File: config.mk
export PLATFORM = sky130hd
export DESIGN_NAME = prefetch_buffer
export DESIGN_NICKNAME = d
export VERILOG_FILES = /design/src/rtl/prefetch_buffer.sv
export SDC_FILE = /design/constraint.sdc
export NUM_CORES = 1
export LEC_CHECK = 0
export BUFFER_PORTS_ARGS = -buffer_cell sky130_fd_sc_hd__buf_2
export CAP_MARGIN = 40
export CORE_UTILIZATION = 38
export DETAILED_ROUTE_END_ITERATION = 10
export HOLD_SLACK_MARGIN = 0.1
export PLACE_DENSITY = 0.64
export SKIP_CTS_REPAIR_TIMING = 1
export SYNTH_ARGS = -nofsm -noshare
export SYNTH_HDL_FRONTEND = slang
export SYNTH_SLANG_ARGS = --single-unit
File: constraint.sdc
create_clock -name clk -period 10.1 [get_ports clk]
set_input_delay 0.505 -clock clk [delete_from_list [all_inputs] [get_ports clk]]
set_output_delay 0.505 -clock clk [all_outputs]
set_load 0.01 [all_outputs]
File: src/rtl/prefetch_buffer.sv
// prefetch_buffer: instruction prefetch queue with halfword realignment and flush discard.
module prefetch_buffer #(
   parameter logic [31:0] BOOT_ADDRESS    = 32'h0,
   parameter int          DEPTH           = 4,
   parameter int          MAX_OUTSTANDING = 2
) (
   input  logic        clk,
   input  logic        rst_n,
   input  logic        fetch_en_i,
   input  logic        flush_i,
   input  logic [31:0] flush_addr_i,
   output logic        imem_req_o,
   input  logic        imem_gnt_i,
   output logic [31:0] imem_addr_o,
   input  logic        imem_rvalid_i,
   input  logic [31:0] imem_rdata_i,
   output logic        instr_valid_o,
   input  logic        instr_ready_i,
   output logic [31:0] instr_rdata_o,
   output logic [31:0] instr_addr_o,
   output logic        instr_compressed_o
);
   localparam int AW = $clog2(DEPTH);
   localparam int CW = AW + 1;

   logic [31:0]   mem [DEPTH];
   logic [CW-1:0] wr_ptr, rd_ptr, count, outstanding, out_nxt, discard;
   logic [AW-1:0] rd_idx, nxt_idx;
   logic [31:0]   fetch_addr, instr_addr, head, next_word, parcel;
   logic          offset, head_ok, next_ok, comp, fire, consume, pop, push;

   assign count     = wr_ptr - rd_ptr;
   assign head_ok   = count != '0;
   assign next_ok   = count >= CW'(2);
   assign rd_idx    = rd_ptr[AW-1:0];
   assign nxt_idx   = rd_idx + AW'(1);
   assign head      = mem[rd_idx];
   assign next_word = mem[nxt_idx];
   assign parcel    = offset ? {next_word[15:0], head[31:16]} : head;
   assign comp      = parcel[1:0] != 2'b11;

   assign instr_valid_o      = head_ok && (comp || !offset || next_ok);
   assign instr_rdata_o      = head_ok ? parcel : '0;
   assign instr_compressed_o = head_ok && comp;
   assign instr_addr_o       = instr_addr;
   assign imem_addr_o        = fetch_addr;

   // every request reserves a queue slot, so responses can never overflow the queue
   assign imem_req_o = rst_n && fetch_en_i && !flush_i
                       && (({1'b0, count} + {1'b0, outstanding}) < (CW+1)'(DEPTH))
                       && (outstanding < CW'(MAX_OUTSTANDING));
   assign fire    = imem_req_o && imem_gnt_i;
   assign out_nxt = outstanding + CW'(fire) - CW'(imem_rvalid_i);
   assign consume = instr_valid_o && instr_ready_i && !flush_i;
   assign pop     = consume && (offset || !comp);
   assign push    = imem_rvalid_i && discard == '0 && !flush_i;

   always_ff @(posedge clk or negedge rst_n)
      if (!rst_n) begin
         wr_ptr      <= '0;
         rd_ptr      <= '0;
         outstanding <= '0;
         discard     <= '0;
         offset      <= 1'b0;
         fetch_addr  <= BOOT_ADDRESS;
         instr_addr  <= BOOT_ADDRESS;
      end else begin
         outstanding <= out_nxt;
         if (flush_i) begin
            wr_ptr     <= '0;
            rd_ptr     <= '0;
            fetch_addr <= {flush_addr_i[31:2], 2'b00};
            offset     <= flush_addr_i[1];
            instr_addr <= flush_addr_i;
            discard    <= out_nxt;
         end else begin
            if (fire) fetch_addr <= fetch_addr + 32'd4;
            if (push) wr_ptr <= wr_ptr + CW'(1);
            if (pop) rd_ptr <= rd_ptr + CW'(1);
            if (consume) begin
               offset     <= offset ^ comp;
               instr_addr <= instr_addr + (comp ? 32'd2 : 32'd4);
            end
            if (imem_rvalid_i && discard != '0) discard <= discard - CW'(1);
         end
      end

   always_ff @(posedge clk)
      if (push) mem[wr_ptr[AW-1:0]] <= imem_rdata_i;
endmodule

==> impl_results.md <==
- Pin count of the biggest net entering global routing: 74
- Post-synthesis instance area: 9960 sq um
- Minimum clock period: 4.91 ns
- Clk sinks: 203
- Sequential Power Share: 38.2%
- Clk_lat worst skew: 0.51 ns
- Area share of the largest cell type after synthesis: 38.6%
- Multi-input gate area: 3930 sq um
- Core footprint: 25500 sq um
- YS warnings: 0
- Via density: 5.41
- FP Rows: 58
- Commonest non-fill, non-tap cell in the layout: buf_2
- Grt total ovfl: 0
- CTS clk-pin slew, worst paths: 0.06 ns
- Final hold viol count: 0
- Synthesized netlist cell count: 776
- Global placement routability congestion: 0.845
- # fillers: 2273
- RSZ-0062 raised after global routing: false
- Internal Power: 1.76 mW
- Period utilization: 48.6%
- Finished Cell Area: 12000 sq um
- Worst setup path endpoint: discard[2]
- Slowest cell on the critical path: dfrtp_2
- Hold Crit Class: input pin to flip-flop
- Average cell area after synthesis: 12.8 sq um
- Max Fanout on Critical Path: 25
- CTS buffer count: 23
- Final WS setup: 5.19 ns
- Crit-path most repeated cell: inv_1
- Reg area: 5720 sq um
- Dominant synthesized flop cell: edfxtp_1
- Share of cells above drive strength 1: 31.1%
- Slew Limit Fails: 0
- Critical path depth in cells: 16
- Startpoint of the worst hold path: imem_rdata_i[7]
- Tightest Pin Transition: 0.861 ns
- Pleak: 4.53 nW
- Startpoint Class: flip-flop
- R2R cell count: 16
- Cell family with most CP delay: adder cells
- Nets: 1034
- R2R Path End: discard[2]
- Sw Share: 32.5%
- Tot Pwr: 2.61 mW
- H-tree levels: 1
- CP Data Required Time: 10.46 ns
- Relative slew margins: 42.6%
- Fraction of registers with async set/reset: 36.9%
- Routing usage on met2: 30.5%
- Cell taking the most area after synthesis: edfxtp_1
- DIE WIDTH: 164 um
- Area Growth Syn to Fin: 20.5%
- Ports: 170
- DRC violations left: 0
- Max-cap violations: 0
- Post-DR wirelength/cell: 18.9 um
- PortBufs: 167
- WHS: 0.215 ns
- Status: finished, final reports clean
- Clock buffer depth: 3
- Vias in the first global route: 6576
- Number of synthesized flops with an enable pin: 128
- Flop-to-flop setup slack: 5.19 ns
- Detailed Routing Iterations Pass 1: 5
- Detailed Route WL: 24.4 mm
- Post-DP HPWL: 17.0 mm
- Pre-CTS setup slack: 5.12 ns
- Die Y: 164 um
- Overall Global Routing Usage: 18.2%
- Comb pwr share: 30.2%
- Max Freq: 0.204 GHz
- Clock share of power: 31.6%
- Initial Utilization: 39.1%
- Setup violators final: 0
- Top Usage Layer GRT: met2
- Setup Skew: 0.0263 ns
- Top cells by area, synth: edfxtp_1 (39%), dfrtp_1 (19%), mux4_2 (11%)
- Net Switching: 0.850 mW
- Worst setup EP type: flip-flop
- Yosys cell types: 62
- Final setup TNS: 0 ns
- GR Layer Usage met1: 24.5%
- CP startpoint: rd_ptr[1]
- Antenna Nets Post-Route: 0
- Sequential-to-total area share from yosys stat: 57.4%
- CP arrival: 5.26 ns
- Antenna violations before repair: 2
- Crit-path cells: inv_1, fa_1, xor3_1, clkinv_2, ha_1, nor4bb_1, and4_1, inv_1, ha_1, inv_1, ha_1, inv_1, fa_1, xor2_1, nand2_1, o21ai_0
- Peak supply drop: 0.164 mV
- CTS tree: yes
- Root buf cell: clkbuf_16
- RR Startpoint: rd_ptr[1]
- Most frequent cells in the layout: buf_2 (167), edfxtp_1 (128), nand2_1 (112)
- Register bit total from synthesis: 203
- Placed Area: 11200 sq um
- Via count: 6974
- Die ar.: 26900 sq um
- WS Path Type: flip-flop to flip-flop
- Met3 GRT Util: 2.58%
- Initial drt markers: 490
- First-pass GRT wire length: 37.5 mm
- Crit path buffers/inverters: 5
- Max incr delay on CP: 0.73 ns
- PD cells: 218 nW/um^2
==> stage by stage <==
step	cells	utilization [%]
after floorplan	777	-
after global placement	1238	43.5
after detailed placement	1246	44.1
after CTS	1287	47.1
after global routing	1289	47.1
final	1289	47.1
==> cells in the mapped netlist, types with 3 or more instances <==
master and number:
fa_1 3, and4_1 7, and2_1 5, mux4_2 48
a31oi_1 4, a21oi_1 44, and3_1 7, or3_1 6
ha_1 18, o21ai_1 8, o21ai_0 32, buf_1 4
mux2i_1 4, buf_4 3, clkbuf_1 23, nor3_1 4
nor2_1 31, nor3_2 5, mux2_2 7, buf_2 13
nand2_1 112, nand3_1 29, dfrtp_1 75, nor3b_2 3
xor2_1 6, edfxtp_1 128, o211ai_1 12, xnor2_1 32
o311ai_0 12, inv_1 28, nand4_1 20, nor4_1 4
==> flip-flops by register name, indices dropped and copies added (netlist names) <==
| signal | count |
|---|---|
| mem | 128 |
| outstanding | 3 |
| discard | 3 |
| imem_addr_o | 30 |
| rd_ptr | 3 |
| offset | 1 |
| instr_addr_o | 32 |
| wr_ptr | 3 |
==> area by class of cell <==
type | count | area share, %
Antenna cell | 1 | 0.0209
Clock inverter | 16 | 1.44
Sequential cell | 203 | 47.7
Inverter | 30 | 0.949
Clock buffer | 25 | 4.86
Timing Repair Buffer | 185 | 8.84
Multi-Input combinational cell | 499 | 32.8
Tap cell | 330 | 3.44
==> layer usage <==
layer	up-vias	share of wire, %
met5	-	0.053
met4	2	2.3
met3	40	4.2
met2	188	50
met1	3503	43
li1	3241	-
==> kinds of logic after synthesis <==
| kind of cell | Yosys count | share of synthesized area (%) |
|---|---|---|
| other | 1 | 0.0376 |
| AND/OR/NAND/NOR | 253 | 13.0 |
| XOR/XNOR | 39 | 3.58 |
| adder cells (fa/ha/maj) | 21 | 2.86 |
| AO/OA/AOI/OAI | 125 | 7.74 |
| buffers and inverters | 75 | 3.27 |
| flip-flops | 203 | 57.4 |
| multiplexers | 59 | 12.0 |
==> worst min-delay path by stage <==
stage | to | cells after the start | slack, ns
detailed placement | instr_addr_o[15] | 1 | 0.46
floorplan | discard[0] | 0 | 0.21
finish | mem[2][7] | 1 | 0.22
CTS | instr_addr_o[16] | 1 | -0.08
global placement | instr_addr_o[0] | 1 | 0.49
global route | mem[2][7] | 1 | 0.20
==> worst reg2reg max path, cell delays in order (launching register included) <==
cell	delay, ns
dfrtp_2	0.73
inv_1	0.13
fa_1	0.41
xor3_1	0.28
clkinv_2	0.15
ha_1	0.29
nor4bb_1	0.30
and4_1	0.64
inv_1	0.51
ha_1	0.42
inv_1	0.05
ha_1	0.12
inv_1	0.04
fa_1	0.37
xor2_1	0.18
nand2_1	0.06
o21ai_0	0.09
==> power by group through the flow <==
| stage | registers, mW | logic (mW) | clock network, mW |
|---|---|---|---|
| 2_1_floorplan | 1.02 | 0.483 | 0 |
| 3_3_place_gp | 1.01 | 0.763 | 0 |
| 3_5_place_dp | 1.01 | 0.792 | 0 |
| 4_1_cts | 0.997 | 0.798 | 0.841 |
| 5_1_grt | 1.01 | 0.860 | 0.877 |
| 6_report | 0.998 | 0.790 | 0.824 |
Power figures use the tool's default switching activity.
